### src/rtl/pipeline_ctrl_pkg.sv
// Shared types and constants for the pipeline sequencer: FSM states and the
// stall-vector encodings driven onto the six pipeline stages.
package pipeline_ctrl_pkg;

  localparam int REG_ADDR_W  = 5;
  localparam int INST_ADDR_W = 32;
  localparam int STALL_W     = 6;

  typedef enum logic [1:0] {
    ST_IDLE    = 2'd0,
    ST_MC_BUSY = 2'd1,
    ST_MC_DONE = 2'd2,
    ST_FLUSH   = 2'd3
  } state_e;

  // Bit order: [0] pc, [1] if, [2] id, [3] ex, [4] mem, [5] wb.
  localparam logic [STALL_W-1:0] STALL_NONE     = 6'b000000;
  localparam logic [STALL_W-1:0] STALL_LOAD_USE = 6'b000111;
  localparam logic [STALL_W-1:0] STALL_MC       = 6'b001111;

endpackage

### src/rtl/pipeline_ctrl_load_use.sv
// Load-use hazard detector: flags a decode operand that depends on a load
// still in execute. Register 0 is hardwired and never creates a hazard.
module load_use_detect
  import pipeline_ctrl_pkg::*;
(
  input  logic                  id_reg1_read_i,
  input  logic [REG_ADDR_W-1:0] id_reg1_addr_i,
  input  logic                  id_reg2_read_i,
  input  logic [REG_ADDR_W-1:0] id_reg2_addr_i,
  input  logic                  ex_is_load_i,
  input  logic                  ex_wreg_i,
  input  logic [REG_ADDR_W-1:0] ex_wd_i,
  output logic                  hazard_o
);

  logic ex_load_dest;
  logic reg1_dep;
  logic reg2_dep;

  assign ex_load_dest = ex_is_load_i & ex_wreg_i & (ex_wd_i != '0);
  assign reg1_dep     = id_reg1_read_i & (id_reg1_addr_i == ex_wd_i);
  assign reg2_dep     = id_reg2_read_i & (id_reg2_addr_i == ex_wd_i);
  assign hazard_o     = ex_load_dest & (reg1_dep | reg2_dep);

endmodule

### src/rtl/pipeline_ctrl.sv
// Central pipeline sequencer: stall vector, multi-cycle execute sequencing,
// registered flush/redirect and a saturating stall-cycle counter.
module pipeline_ctrl
  import pipeline_ctrl_pkg::*;
#(
  parameter int MC_CNT_W = 6,
  parameter int PERF_W   = 32
) (
  input  logic                   clk,
  input  logic                   rst,
  input  logic                   id_reg1_read_i,
  input  logic [REG_ADDR_W-1:0]  id_reg1_addr_i,
  input  logic                   id_reg2_read_i,
  input  logic [REG_ADDR_W-1:0]  id_reg2_addr_i,
  input  logic                   ex_is_load_i,
  input  logic                   ex_wreg_i,
  input  logic [REG_ADDR_W-1:0]  ex_wd_i,
  input  logic                   ex_mc_start_i,
  input  logic [MC_CNT_W-1:0]    ex_mc_cycles_i,
  input  logic                   flush_req_i,
  input  logic [INST_ADDR_W-1:0] flush_pc_i,
  input  logic                   perf_clr_i,
  output logic [STALL_W-1:0]     stall_o,
  output logic                   flush_o,
  output logic [INST_ADDR_W-1:0] new_pc_o,
  output logic                   ex_mc_busy_o,
  output logic                   ex_mc_done_o,
  output logic [PERF_W-1:0]      stall_cycles_o
);

  state_e                 state_q, state_d;
  logic [MC_CNT_W-1:0]    cnt_q, cnt_d;
  logic [INST_ADDR_W-1:0] new_pc_q, new_pc_d;
  logic [PERF_W-1:0]      perf_q, perf_d;
  logic                   load_use;

  load_use_detect u_load_use (
    .id_reg1_read_i (id_reg1_read_i),
    .id_reg1_addr_i (id_reg1_addr_i),
    .id_reg2_read_i (id_reg2_read_i),
    .id_reg2_addr_i (id_reg2_addr_i),
    .ex_is_load_i   (ex_is_load_i),
    .ex_wreg_i      (ex_wreg_i),
    .ex_wd_i        (ex_wd_i),
    .hazard_o       (load_use)
  );

  always_comb begin
    // NOTE: every output of this block gets a default first so no path can
    // leave one unassigned and infer a latch.
    state_d      = state_q;
    cnt_d        = cnt_q;
    stall_o      = STALL_NONE;
    ex_mc_busy_o = 1'b0;
    ex_mc_done_o = 1'b0;

    unique case (state_q)
      ST_IDLE: begin
        if (ex_mc_start_i) begin
          stall_o = STALL_MC;
          if (ex_mc_cycles_i <= MC_CNT_W'(1)) begin
            cnt_d   = '0;
            state_d = ST_MC_DONE;
          end else begin
            cnt_d   = ex_mc_cycles_i - MC_CNT_W'(1);
            state_d = ST_MC_BUSY;
          end
        end else if (load_use) begin
          stall_o = STALL_LOAD_USE;
        end
      end
      ST_MC_BUSY: begin
        stall_o      = STALL_MC;
        ex_mc_busy_o = 1'b1;
        cnt_d        = cnt_q - MC_CNT_W'(1);
        if (cnt_q == MC_CNT_W'(1)) state_d = ST_MC_DONE;
      end
      ST_MC_DONE: begin
        // Execute is released here; a new start is only accepted from IDLE.
        ex_mc_done_o = 1'b1;
        if (load_use) stall_o = STALL_LOAD_USE;
        state_d = ST_IDLE;
      end
      ST_FLUSH: begin
        state_d = ST_IDLE;
      end
      default: state_d = ST_IDLE;
    endcase

    // A flush overrides everything, including an operation in flight.
    if (flush_req_i) begin
      state_d = ST_FLUSH;
      cnt_d   = '0;
    end
  end

  assign new_pc_d = flush_req_i ? flush_pc_i : new_pc_q;

  always_comb begin
    perf_d = perf_q;
    if (perf_clr_i)                       perf_d = '0;
    else if (stall_o[0] && perf_q != '1)  perf_d = perf_q + PERF_W'(1);
  end

  // NOTE: sequential state uses non-blocking assignments so every register
  // samples pre-edge values regardless of statement order.
  always_ff @(posedge clk or posedge rst) begin
    if (rst) begin
      state_q  <= ST_IDLE;
      cnt_q    <= '0;
      new_pc_q <= '0;
      perf_q   <= '0;
    end else begin
      state_q  <= state_d;
      cnt_q    <= cnt_d;
      new_pc_q <= new_pc_d;
      perf_q   <= perf_d;
    end
  end

  assign flush_o        = (state_q == ST_FLUSH);
  assign new_pc_o       = new_pc_q;
  assign stall_cycles_o = perf_q;

endmodule

### config.mk
export PLATFORM = sky130hd
export DESIGN_NAME = pipeline_ctrl
export DESIGN_NICKNAME = d
export VERILOG_FILES = /design/src/rtl/pipeline_ctrl_pkg.sv /design/src/rtl/pipeline_ctrl_load_use.sv /design/src/rtl/pipeline_ctrl.sv
export SDC_FILE = /design/constraint.sdc
export NUM_CORES = 1
export LEC_CHECK = 0
export ABC_CLOCK_PERIOD_IN_PS = 6180
export BUFFER_PORTS_ARGS = -buffer_cell sky130_fd_sc_hd__buf_2
export CORE_MARGIN = 2
export CORE_UTILIZATION = 40
export CTS_BUF_LIST = sky130_fd_sc_hd__clkbuf_4 sky130_fd_sc_hd__clkbuf_8 sky130_fd_sc_hd__clkbuf_16
export DETAILED_ROUTE_END_ITERATION = 10
export PLACE_DENSITY_LB_ADDON = 0.2
export SLEW_MARGIN = 10
export SYNTH_ARGS = -nofsm -noshare
export SYNTH_HDL_FRONTEND = slang
export SYNTH_SLANG_ARGS = --single-unit
### constraint.sdc
create_clock -name clk -period 6.18 [get_ports clk]
set_clock_uncertainty 0.15 [all_clocks]
set_input_delay 0.618 -clock clk [delete_from_list [all_inputs] [get_ports clk]]
set_output_delay 0.618 -clock clk [all_outputs]
set_load 0.05 [all_outputs]
==> reports/results.ini <==
[status]
status=finished, final reports clean

[yosys]
syn_area_um2=3750
synthTopCellsByCount=dfrtp_1 (72), a21oi_1 (34), mux2_2 (34)
ys_types=48
avgSynthCellArea_um2=10.0
yosys.area.top_type=dfrtp_1
synth_area_leaders=dfrtp_1 (48%), mux2_2 (10%), a21oi_1 (4.5%)
yosysWarnings=0
synth.most_common_cell=dfrtp_1
async_reset_ff_share_pct=100
synthCells=375
seq_area_frac_synth_pct=48.0
ys_seq_elements=72
synthDominantCellAreaShare_pct=48.0
synth-main-ff-cell=dfrtp_1
synth_edf_count=0

[final_layout]
diodes=0
nNetsFinal=570
drive_above_1_share_pct=37.5
seqCellArea_um2=1800
finalCoreUtilization_pct=51.3
multiInputGateArea_um2=1800
areaGrowthSynthToFinish_pct=25.3
n_fill_cell=834

[sta]
final-hold-violation-count=0
relSlewSlack_pct=40.3
min_period_over_period_pct=45.7
finalCriticalPeriod_ps=2830
setup_violations=0
max_slew.worst_pin.slew_ps=896
fin_ws_ps=3350
fin_tns_setup_ps=0
clock.fmax_mhz=354
slew_viol_final=0
rsz0062_at_grt=false

[floorplanning]
die_w_um=101
die_h_um=101
io_pins=135
core-area_um2=9150
die_area_um2=10200
rows=35
initial_core_util_pct=41.0

[setup_path]
crit_path_end_kind=primary output
critPathMaxStageDelay_ps=530
required_ps=5410
cpMaxStageDelayCell=or4_1
crit_type=in2out
crit_chain=buf_2, or4_1, o2111ai_1, o21a_1, inv_1, buf_2
critical_path_arrival_ps=2060
worstReg2RegStart=stall_cycles_o[6]
critPathMaxFanout=5
worstSetupStartpoint=ex_wd_i[0]
path_common_cell=buf_2
start_kind=input pin

[cts]
cts.sink_count=72
cts_resized=0
cts_buffers=9
cts_setup_buffers=0
htree_levels=3
cts_tree=done
clock-root-buffer=clkbuf_8
worstSkewPairLatency_ps=340
cts.clk_slew.worst_paths_ps=70
ctsHoldBuffers=0
clockBufferDepth=2

[grt]
grt_pass1_wl_mm=14.4
overflow=0
antenna_found_initial=0
track_usage_pct=17.6
grt_pass1_vias=3137
grt_max_degree=73

[routing]
wl_mm=8.79
wl_per_cell_um=14.2
detail_route.drc_violations=0
vias=3299
firstDrtPassIters=4
drtAntennaViolNets=0
viasPerCell=5.34
drt_iter0_markers=143

[hold_path]
min_from=state_q[1]
hold_class=reg2reg

[power]
ir_drop_v=0.000153
p_leak_nw=2.11
p_per_area_nw_per_um2=250

[place]
dp_hpwl_mm=6.25
finalWeightedCongestion=0.834
io_buffers=132
pre_cts_ws_ps=3350

[flow_run]
maxCapViolCount=0

## report_power, final
part | leakage, nW | internal (mW) | switching, mW
sequential | 0.922 | 0.498 | 0.0176
clock | 0.108 | 0.236 | 0.177
combinational | 1.08 | 0.0740 | 0.174
total | 2.11 | 0.808 | 0.368
## layout by cell type (no fill, tap or decap), types with 5 or more instances in the layout
master,netlist,routed
buf_2,5,132
dfrtp_1,72,72
mux2_2,34,34
a21oi_1,34,34
nor2_1,22,22
nand2_1,21,21
o21ai_0,21,21
or3_1,19,19
nand3_1,16,16
inv_1,15,14
xnor2_1,12,12
or4_1,12,12
o31ai_1,10,10
clkbuf_8,0,10
nand4_1,9,9
nor3_1,8,8
nor4_1,6,6
ha_1,5,5
## cell type report
type,count,share of cell area (%)
clock inverters,5,1.73
inverters,16,1.28
repair buffers,134,14.4
multi-input cells,270,38.4
flip-flops and latches,72,38.3
clock buffers,10,2.93
well taps,111,2.96
## logic make-up (layout without fill, tap and decap cells)
logic type / count (synthesis) / count (layout) / synth area share, %
buffers and inverters: 34 / 165 / 3.97
adders and majority gates: 5 / 5 / 1.67
muxes: 35 / 35 / 10.5
and+or+nand+nor: 132 / 132 / 19.5
DFF: 72 / 72 / 48.0
AOI/OAI and AO/OA: 81 / 81 / 12.7
other: 1 / 2 / 0.100
xor gates and xnor gates: 15 / 15 / 3.50
## metrics by stage
stage / cell area [µm²] / hold slack, ps / total power [mW] / cells
floorplan: 3750 / 281 / 0.707 / 376
global placement: 4480 / 294 / 0.770 / 603
detailed placement: 4480 / 301 / 0.774 / 603
CTS: 4700 / 310 / 1.19 / 618
global route: 4700 / 336 / 1.23 / 618
finish: 4700 / 305 / 1.18 / 618
## critical path, delay by kind of cell
| kind | cells | cell delay [ps] |
|---|---|---|
| buf+inv | 3 | 440 |
| simple gates | 1 | 530 |
| compound gates | 2 | 460 |
## sequential cells by signal, indices dropped and copies added, names as in the netlist
register and flops:
state_q 2, new_pc_o 32, cnt_q 6, stall_cycles_o 32
## per-layer routing
layer	GRT usage [%]	share of wire, %	vias up
met4	6.64	1.3	0
met5	0	0	-
met2	27.2	44	132
met3	6.31	8.9	11
li1	-	-	1631
met1	22.8	46	1525
## worst paths after layout
kind                                 endpoint  slack, ps  cells past startpoint
max                                stall_o[0]       3350                      6
min                                state_q[1]        310                      1
max reg2reg                stall_cycles_o[25]       3610                      7
min reg2reg                        state_q[1]        310                      1
max in group asynchronous  stall_cycles_o[26]       4900                      3
min in group asynchronous        new_pc_o[29]        390                      3
Power figures use the tool's default switching activity.
